<file path="src/rtl/wb_dcache_mb_controller.sv">
// Write-back data-cache controller with multi-beat line transfers.
// Sequences lookup, victim swap, write-back, refill and whole-cache flush
// between the LSU/MMU port, the cache datapath, the victim cache and the
// data-memory bus. One BEATS-long line moves per memory burst.
//
// Ports:
//   clk, rst                 clock, asynchronous active-high reset
//   lsu_req_i/lsu_wr_i       request and write qualifier (registered internally)
//   dmem_sel_i               request targets cacheable data memory
//   kill_i, flush_i          abort current request / start whole-cache flush
//   lsu_ack_o                one-cycle completion pulse
//   cache_hit_i/evict_i      tag match / selected line is valid and dirty
//   cache_wr_o               word write into the cache
//   cache_line_wr_o          write refill beat beat_idx_o
//   cache_wrb_req_o          read dirty beat beat_idx_o for write-back
//   cache_line_clean_o       clear the dirty bit at evict_index_o
//   evict_index_o            flush index (registered)
//   beat_idx_o               current burst beat (registered)
//   v_hit_i/v_swap_o/v_wr_en_o  victim-cache hit, swap-in, insert
//   mem_req_o/mem_wr_o/mem_ack_i/mem_kill_o  data-memory bus
//   hit_cnt_o/miss_cnt_o     saturating hit and miss counters (registered)
module wb_dcache_mb_controller #(
  parameter int unsigned IDX_BITS  = 7,
  parameter int unsigned BEATS     = 4,
  parameter bit          VICTIM_EN = 1'b1,
  parameter int unsigned CNT_W     = 32,
  localparam int unsigned BEAT_BITS = (BEATS > 1) ? $clog2(BEATS) : 1
) (
  input  logic                 clk,
  input  logic                 rst,
  input  logic                 lsu_req_i,
  input  logic                 lsu_wr_i,
  input  logic                 dmem_sel_i,
  input  logic                 kill_i,
  input  logic                 flush_i,
  output logic                 lsu_ack_o,
  input  logic                 cache_hit_i,
  input  logic                 cache_evict_i,
  output logic                 cache_wr_o,
  output logic                 cache_line_wr_o,
  output logic                 cache_wrb_req_o,
  output logic                 cache_line_clean_o,
  output logic [IDX_BITS-1:0]  evict_index_o,
  output logic [BEAT_BITS-1:0] beat_idx_o,
  input  logic                 v_hit_i,
  output logic                 v_swap_o,
  output logic                 v_wr_en_o,
  output logic                 mem_req_o,
  output logic                 mem_wr_o,
  input  logic                 mem_ack_i,
  output logic                 mem_kill_o,
  output logic [CNT_W-1:0]     hit_cnt_o,
  output logic [CNT_W-1:0]     miss_cnt_o
);

  localparam logic [BEAT_BITS-1:0] LAST_BEAT = BEAT_BITS'(BEATS - 1);
  localparam logic [IDX_BITS-1:0]  IDX_LAST  = '1;
  localparam logic [CNT_W-1:0]     CNT_MAX   = '1;

  typedef enum logic [3:0] {
    S_IDLE,
    S_LOOKUP,
    S_VSWAP,
    S_WRITE_BACK,
    S_ALLOCATE,
    S_FLUSH_CHK,
    S_FLUSH_WB,
    S_FLUSH_NEXT,
    S_FLUSH_DONE
  } state_t;

  state_t               state_q, state_d;
  logic [BEAT_BITS-1:0] beat_q, beat_d;
  logic [IDX_BITS-1:0]  idx_q, idx_d;
  logic [CNT_W-1:0]     hit_cnt_q, miss_cnt_q;
  logic                 req_q, wr_q, sel_q;
  logic                 replay_q, replay_d;    // LOOKUP is a replay; access already counted
  logic                 last_wb_q, last_wb_d;  // all-ones index has just been written back
  logic                 hit_inc, miss_inc;
  logic                 abort;
  logic                 last_beat;
  logic                 v_hit;

  assign last_beat = (beat_q == LAST_BEAT);
  assign v_hit     = VICTIM_EN && v_hit_i;

  assign evict_index_o = idx_q;
  assign beat_idx_o    = beat_q;
  assign hit_cnt_o     = hit_cnt_q;
  assign miss_cnt_o    = miss_cnt_q;

  // Next-state and combinational outputs
  always_comb begin
    state_d            = state_q;
    beat_d             = beat_q;
    idx_d              = idx_q;
    replay_d           = replay_q;
    last_wb_d          = last_wb_q;
    hit_inc            = 1'b0;
    miss_inc           = 1'b0;
    abort              = 1'b0;
    lsu_ack_o          = 1'b0;
    cache_wr_o         = 1'b0;
    cache_line_wr_o    = 1'b0;
    cache_wrb_req_o    = 1'b0;
    cache_line_clean_o = 1'b0;
    v_swap_o           = 1'b0;
    v_wr_en_o          = 1'b0;
    mem_req_o          = 1'b0;
    mem_wr_o           = 1'b0;
    mem_kill_o         = 1'b0;

    case (state_q)
      S_IDLE: begin
        replay_d  = 1'b0;
        last_wb_d = 1'b0;
        beat_d    = '0;
        idx_d     = '0;
        if (flush_i)    state_d = S_FLUSH_CHK;
        else if (req_q) state_d = S_LOOKUP;
      end

      S_LOOKUP: begin
        // Lookup decisions use the registered request qualifiers
        abort = kill_i | ~sel_q;
        if (cache_hit_i) begin
          lsu_ack_o  = 1'b1;
          cache_wr_o = wr_q;
          hit_inc    = ~replay_q;
          state_d    = S_IDLE;
        end else if (v_hit) begin
          hit_inc = 1'b1;
          state_d = S_VSWAP;
        end else begin
          miss_inc        = 1'b1;
          v_wr_en_o       = VICTIM_EN;
          mem_req_o       = 1'b1;
          mem_wr_o        = cache_evict_i;
          cache_wrb_req_o = cache_evict_i;
          state_d         = cache_evict_i ? S_WRITE_BACK : S_ALLOCATE;
        end
      end

      S_VSWAP: begin
        abort    = kill_i | ~dmem_sel_i;
        v_swap_o = 1'b1;
        replay_d = 1'b1;
        state_d  = S_LOOKUP;
      end

      S_WRITE_BACK: begin
        abort           = kill_i | ~dmem_sel_i;
        mem_req_o       = 1'b1;
        mem_wr_o        = 1'b1;
        cache_wrb_req_o = 1'b1;
        if (mem_ack_i) begin
          if (last_beat) begin
            // Refill request starts in the same cycle as the final write beat
            beat_d   = '0;
            mem_wr_o = 1'b0;
            state_d  = S_ALLOCATE;
          end else begin
            beat_d = beat_q + BEAT_BITS'(1);
          end
        end
      end

      S_ALLOCATE: begin
        abort     = kill_i | ~dmem_sel_i;
        mem_req_o = 1'b1;
        if (mem_ack_i) begin
          cache_line_wr_o = 1'b1;
          if (last_beat) begin
            beat_d   = '0;
            replay_d = 1'b1;
            state_d  = S_LOOKUP;
          end else begin
            beat_d = beat_q + BEAT_BITS'(1);
          end
        end
      end

      S_FLUSH_CHK: begin
        abort = kill_i;
        if (cache_evict_i) begin
          mem_req_o       = 1'b1;
          mem_wr_o        = 1'b1;
          cache_wrb_req_o = 1'b1;
          state_d         = S_FLUSH_WB;
        end else if (idx_q == IDX_LAST) begin
          idx_d   = '0;
          state_d = S_FLUSH_DONE;
        end else begin
          idx_d   = idx_q + IDX_BITS'(1);
          state_d = S_FLUSH_NEXT;
        end
      end

      S_FLUSH_WB: begin
        abort           = kill_i;
        mem_req_o       = 1'b1;
        mem_wr_o        = 1'b1;
        cache_wrb_req_o = 1'b1;
        if (mem_ack_i) begin
          if (last_beat) begin
            beat_d             = '0;
            cache_line_clean_o = 1'b1;
            state_d            = S_FLUSH_NEXT;
            if (idx_q == IDX_LAST) last_wb_d = 1'b1;
            else                   idx_d     = idx_q + IDX_BITS'(1);
          end else begin
            beat_d = beat_q + BEAT_BITS'(1);
          end
        end
      end

      S_FLUSH_NEXT: begin
        abort = kill_i;
        if (last_wb_q) begin
          idx_d     = '0;
          last_wb_d = 1'b0;
          state_d   = S_FLUSH_DONE;
        end else begin
          state_d = S_FLUSH_CHK;
        end
      end

      S_FLUSH_DONE: begin
        lsu_ack_o = 1'b1;
        state_d   = S_IDLE;
      end

      default: state_d = S_IDLE;
    endcase

    // Abort drops the request, silences the datapath and kills the bus transaction
    if (abort) begin
      state_d            = S_IDLE;
      beat_d             = '0;
      idx_d              = '0;
      replay_d           = 1'b0;
      last_wb_d          = 1'b0;
      hit_inc            = 1'b0;
      miss_inc           = 1'b0;
      lsu_ack_o          = 1'b0;
      cache_wr_o         = 1'b0;
      cache_line_wr_o    = 1'b0;
      cache_wrb_req_o    = 1'b0;
      cache_line_clean_o = 1'b0;
      v_swap_o           = 1'b0;
      v_wr_en_o          = 1'b0;
      mem_req_o          = 1'b0;
      mem_wr_o           = 1'b0;
      mem_kill_o         = 1'b1;
    end
  end

  // State, beat/index registers, input copies and saturating counters
  always_ff @(posedge clk or posedge rst) begin
    if (rst) begin
      state_q    <= S_IDLE;
      beat_q     <= '0;
      idx_q      <= '0;
      replay_q   <= 1'b0;
      last_wb_q  <= 1'b0;
      req_q      <= 1'b0;
      wr_q       <= 1'b0;
      sel_q      <= 1'b0;
      hit_cnt_q  <= '0;
      miss_cnt_q <= '0;
    end else begin
      state_q   <= state_d;
      beat_q    <= beat_d;
      idx_q     <= idx_d;
      replay_q  <= replay_d;
      last_wb_q <= last_wb_d;
      req_q     <= lsu_req_i;
      wr_q      <= lsu_wr_i;
      sel_q     <= dmem_sel_i;
      if (hit_inc && (hit_cnt_q != CNT_MAX))   hit_cnt_q  <= hit_cnt_q + CNT_W'(1);
      if (miss_inc && (miss_cnt_q != CNT_MAX)) miss_cnt_q <= miss_cnt_q + CNT_W'(1);
    end
  end

endmodule

</file>
<file path="config.mk">
export PLATFORM = sky130hd
export DESIGN_NAME = wb_dcache_mb_controller
export DESIGN_NICKNAME = d
export VERILOG_FILES = /design/src/rtl/wb_dcache_mb_controller.sv
export SDC_FILE = /design/constraint.sdc
export NUM_CORES = 1
export LEC_CHECK = 0
export ABC_AREA = 1
export CAP_MARGIN = 20
export CORE_MARGIN = 1
export CORE_UTILIZATION = 40
export DETAILED_ROUTE_END_ITERATION = 7
export GPL_TIMING_DRIVEN = 0
export HOLD_SLACK_MARGIN = 0.02
export PLACE_DENSITY = 0.73
export SYNTH_ARGS = -nofsm -noshare
export SYNTH_HDL_FRONTEND = slang
export SYNTH_SLANG_ARGS = --single-unit
</file>
<file path="constraint.sdc">
create_clock -name clk -period 4.2 [get_ports clk]
set_clock_uncertainty 0.15 [all_clocks]
set_input_delay 1.05 -clock clk [delete_from_list [all_inputs] [get_ports clk]]
set_output_delay 1.05 -clock clk [all_outputs]
set_load 0.05 [all_outputs]
</file>
=== Word level (Yosys, flattened, before mapping) ===
Index checks and enable logic that the tools add are counted.

* Add/subtract/negate cells: 4
* Bitwise operators: 5
* Equal/unequal tests: 24
* Mux-type cells: 73
* Reduce and logical (&&, ||, !) cells: 17

{| class="wikitable"
|+ Operators with widths
! kind !! number
|-
| adder 32 x 1 -> 32 bit, second input constant || 2
|-
| inequality test 32 bit, second input constant || 2
|-
| 2-to-1 mux 7 bit || 7
|-
| 2-to-1 mux 4 bit || 12
|-
| 2-to-1 mux 1 bit || 38
|-
| case mux 4 bit (8 select lines) || 1
|-
| inequality test 3 bit, second input constant || 10
|-
| case mux 7 bit (4 select lines) || 1
|-
| == test 4 x 3 -> 1 bit, second input constant || 4
|-
| case mux 1 bit (3 select lines) || 4
|-
| 2-to-1 mux 3 bit || 3
|-
| OR reduction 3 bit || 3
|-
| == test 4 x 2 -> 1 bit, second input constant || 2
|-
| adder 7 x 1 -> 7 bit, second input constant || 1
|-
| == test 7 bit, second input constant || 1
|-
| AND reduction 7 bit || 1
|-
| 2-to-1 mux 2 bit || 3
|-
| AND reduction 6 bit || 1
|-
| nonzero test 3 bit || 2
|-
| nonzero test 5 bit || 1
|-
| == test 4 x 1 -> 1 bit, second input constant || 1
|-
| == test 4 bit, second input constant || 1
|-
| zero test 4 bit || 1
|-
| inequality test 4 bit, second input constant || 1
|-
| 14 further kinds || 20
|}

* Register bits after elaboration: 82
* Input port bits: 11
* Word-level logic and storage cells: 133

=== Logic depth before layout (Yosys ltp) ===
* Depth in word-level cells: 6
* Mapped depth: 13

=== Worst setup path after synthesis ===
No wires, ideal clock.

* Path type: input -> output
* Start point: in kill_i
* End point: out cache_line_clean_o
* Data arrival time: 2.854 ns
* Cell stages on the path: 6
* Buffers on the path: 1
* Path slack: 0.146 ns
* Cells stage by stage: nand3_1 -> nand4_1 -> nand2_4 -> inv_2 -> buf_2 -> nor3_1

* Word-level cells in the longest chain between the ends: 3
* Elaborated cells on any way between the ends: 4

{| class="wikitable"
|+ RTL lines
! item !! line !! source
|-
| start: declaration || 34 || <nowiki>input logic kill_i,</nowiki>
|-
| bitwise OR 1 bit (on tied branches) || - ||
|-
| case mux 1 bit (3 select lines) (*) || 113 || <nowiki>case (state_q)</nowiki>
|-
| 2-to-1 mux 1 bit (*) || 237 || <nowiki>if (abort) begin</nowiki>
|-
| end: declaration || 42 || <nowiki>output logic cache_line_clean_o,</nowiki>
|}

Mark *: on every way between the ends. The rest lies on a longest branch, timed or not.

=== Worst setup path after layout ===
* Start point: in dmem_sel_i
* End point: out cache_line_wr_o

* Word-level cells in the longest chain between the ends: 4

{| class="wikitable"
|+ RTL lines
! item !! line !! source
|-
| start: declaration || 33 || <nowiki>input logic dmem_sel_i,</nowiki>
|-
| inverter 1 bit || 145, 152, 169 ||
|-
| bitwise OR 1 bit || 145, 152, 169 ||
|-
| case mux 1 bit (3 select lines) || 113 ||
|-
| 2-to-1 mux 1 bit || 237 ||
|-
| end: declaration || 40 || <nowiki>output logic cache_line_wr_o,</nowiki>
|}

Every way passes these cells.

==> reports/qor.csv <==
metric;value;unit
Worst Path Arrival;2.95;ns
hold slack final;0.362;ns
LEAKAGE;2.83;nW
total CTS buffers;9;
Peak Freq;0.241;GHz
grt ovf;0;
Max-Cap Viols;0;
leading area contributor after synthesis;dfrtp_1;
Layout Nets;891;
CTS Buffer Depth;2;
IO Pins;94;
total negative setup slack;0;ns
Critical-path top delay cell;clkdlybuf4s50_1;
hold worst-path end;evict_index_o[3];
Most used DFF post-synth;dfrtp_1;
Reg2Reg Depth;9;
fin crit share;98.8;%
most area-consuming cells after synthesis;dfrtp_1 (38%), nand2_1 (17%), xor2_1 (7.2%);
CP Capture Type;output pin;
HP Class;flip-flop to flip-flop;
core area;0.0128;sq mm
R2R Setup Slk;1.75;ns
Wirelength per Cell;13.6;um
Post-Syn Area;0.00535;sq mm
final non-filler cell total;1053;
first-pass GRT wire length;23.7;mm
CP startpoint kind;input pin;
HP Start;evict_index_o[3];
Seq/Total Area, Yosys;38.4;%
Final GP Congestion;0.991;
number of flops mapped to enable cells by yosys;0;
Hold Vio Cnt, Final;0;
GRT Total Usage;21.4;%
Placed Cells;1037;
Pre-antenna DRT Iters;8;
Via density;4.97;
final worst slack;0.0517;ns
Iteration-0 DRC Markers;382;
Slew @ Worst Pin;0.538;ns
H-tree depth;3;
largest net degree at the start of global routing;53;
worst vdd ir;0.404;mV
most common cell in the netlist;nand2_1;
post-CTS setup buffers;0;
Setup CP Type;input pin to output pin;
syn_nets;786;
PD cells;432;mW/mm^2
Worst-Skew Late Latency;0.35;ns
share of the synthesized area in the top cell type;38.4;%
most frequent cells after synthesis;nand2_1 (243), nor2_1 (99), inv_1 (92);
antenna cells;0;
layout cells sized above 1;5.68;%
post-layout minimum cycle time;4.15;ns
final slew viol count;0;
Die H;118;um
dpl hpwl;11.0;mm
Port Buffers;93;
clock root cell;clkbuf_16;
Layout area overhead;27.6;%
unrepaired setup endpoints after global routing;yes;
Slew Limit Headroom;63.8;%
Syn Area/Cell;6.93;sq um
CTS sink cnt;82;
Post-Syn Instances;771;
DRC;0;
vias in the first global route;4888;
Initial Utilization;41.7;%
FP Rows;41;
initial antenna violation count;0;
Cell variety after synth;35;
clock-pin slew on the worst setup and hold paths;0.06;ns
Vias;5236;
YS warnings;0;
CTS tree;yes;
run status;complete, no violations;
delay of the slowest critical-path stage;0.48;ns
Post-Route WL;14.4;mm
die area;0.0138;sq mm
antenna-violating nets left;0;
critical path required time;3.00;ns
crit-path max FO;10;
r2r startpoint;miss_cnt_o[1];
Seq cells post-synth;82;
final setup fails;0;
Place WS;-0.472;ns
FF-to-FF End;miss_cnt_o[11];
Filler Cells Inserted;1287;
hold depth;2;
Die Wd;118;um
asr flop ratio synth;100;%
CP cell instances;clkdlybuf4s50_1, inv_1, nand2_1, nand3_1, nand2_4, inv_2, buf_2, nor3_1, clkbuf_4;
## area by class of cell
cell class              instances  area [sq um]  share of cell area, %
repair buffers                 94           921                   13.5
clock buffers                  11           233                   3.41
plain buffers                  12          77.6                   1.14
flip-flops and latches         82          2050                   30.1
well taps                     172           215                   3.16
clock inverters                 5           103                   1.50
inverters                      95           359                   5.27
multi-input cells             582          2860                   41.9
## stage by stage
step	total power, mW	cell area (sq um)	util, %
after floorplan	1.73	5350	-
after global placement	2.07	6490	50.6
after detailed placement	2.08	6520	50.8
after CTS	2.98	6850	53.4
after global routing	3.10	6820	53.2
final	2.94	6820	53.2
## registers in the layout, indices dropped and copies added (netlist names)
name,flops
wr_q,1
state_q,4
last_wb_q,1
sel_q,1
hit_cnt_o,32
req_q,1
evict_index_o,7
beat_idx_o,2
miss_cnt_o,32
replay_q,1
## per-layer routing
| metal | GRT usage (%) | part of all wire, % |
|---|---|---|
| met1 | 27.5 | 47 |
| met2 | 35.7 | 46 |
| met3 | 5.18 | 5.0 |
| met4 | 6.33 | 1.7 |
| met5 | 0 | 0 |
## worst max-delay path, delay by kind of cell
| family | cells | cell delay, ns |
|---|---|---|
| buf+inv | 5 | 1.18 |
| simple gates | 4 | 0.70 |
## timing repair
item                       4_1_cts  5_1_grt
hold buffers                     0        0
setup endpoints to repair       10       10
gates resized for setup         29       15
cloned                           0        0
## worst max path at each step
stage | from | end | slack, ns | cells past startpoint
floorplan | kill_i | cache_line_clean_o | 0.15 | 6
global placement | rst | evict_index_o[6] | -0.53 | 2
detailed placement | dmem_sel_i | cache_line_wr_o | -0.47 | 9
CTS | dmem_sel_i | mem_wr_o | 0.005 | 9
global route | dmem_sel_i | cache_line_wr_o | -0.01 | 9
finish | dmem_sel_i | cache_line_wr_o | 0.05 | 9
## placed cells by master, fill, tap and decap left out, types with 4 or more instances in the layout
cell type	synthesis	routed
inv_1	92	91
nor2_1	99	99
nor3_1	38	38
xor2_1	44	44
xnor2_1	19	19
clkdlybuf4s50_1	0	83
o21ai_1	39	39
ha_1	4	4
a21oi_1	4	4
clkbuf_16	0	9
nand3_1	50	50
buf_2	8	12
nand4_1	5	5
o21ai_0	11	11
nand2_1	243	243
dfrtp_1	82	82
## power by group
| part | internal [mW] | switching, mW |
|---|---|---|
| Sequential | 0.849 | 0.0868 |
| Combinational | 0.315 | 0.790 |
| Clock | 0.580 | 0.322 |
| Total | 1.74 | 1.20 |
## cells by family (layout without fill, tap and decap cells)
group                      Yosys count  count (layout)  synth area share, %
AOI/OAI and AO/OA                   68              68                 7.05
buffers and inverters              107             217                 8.12
xor gates and xnor gates            63              63                 10.3
DFF                                 82              82                 38.4
adders and majority gates            4               4                0.936
and+or+nand+nor                    447             447                 35.2
No activity file was read; power rests on OpenSTA's default activity.
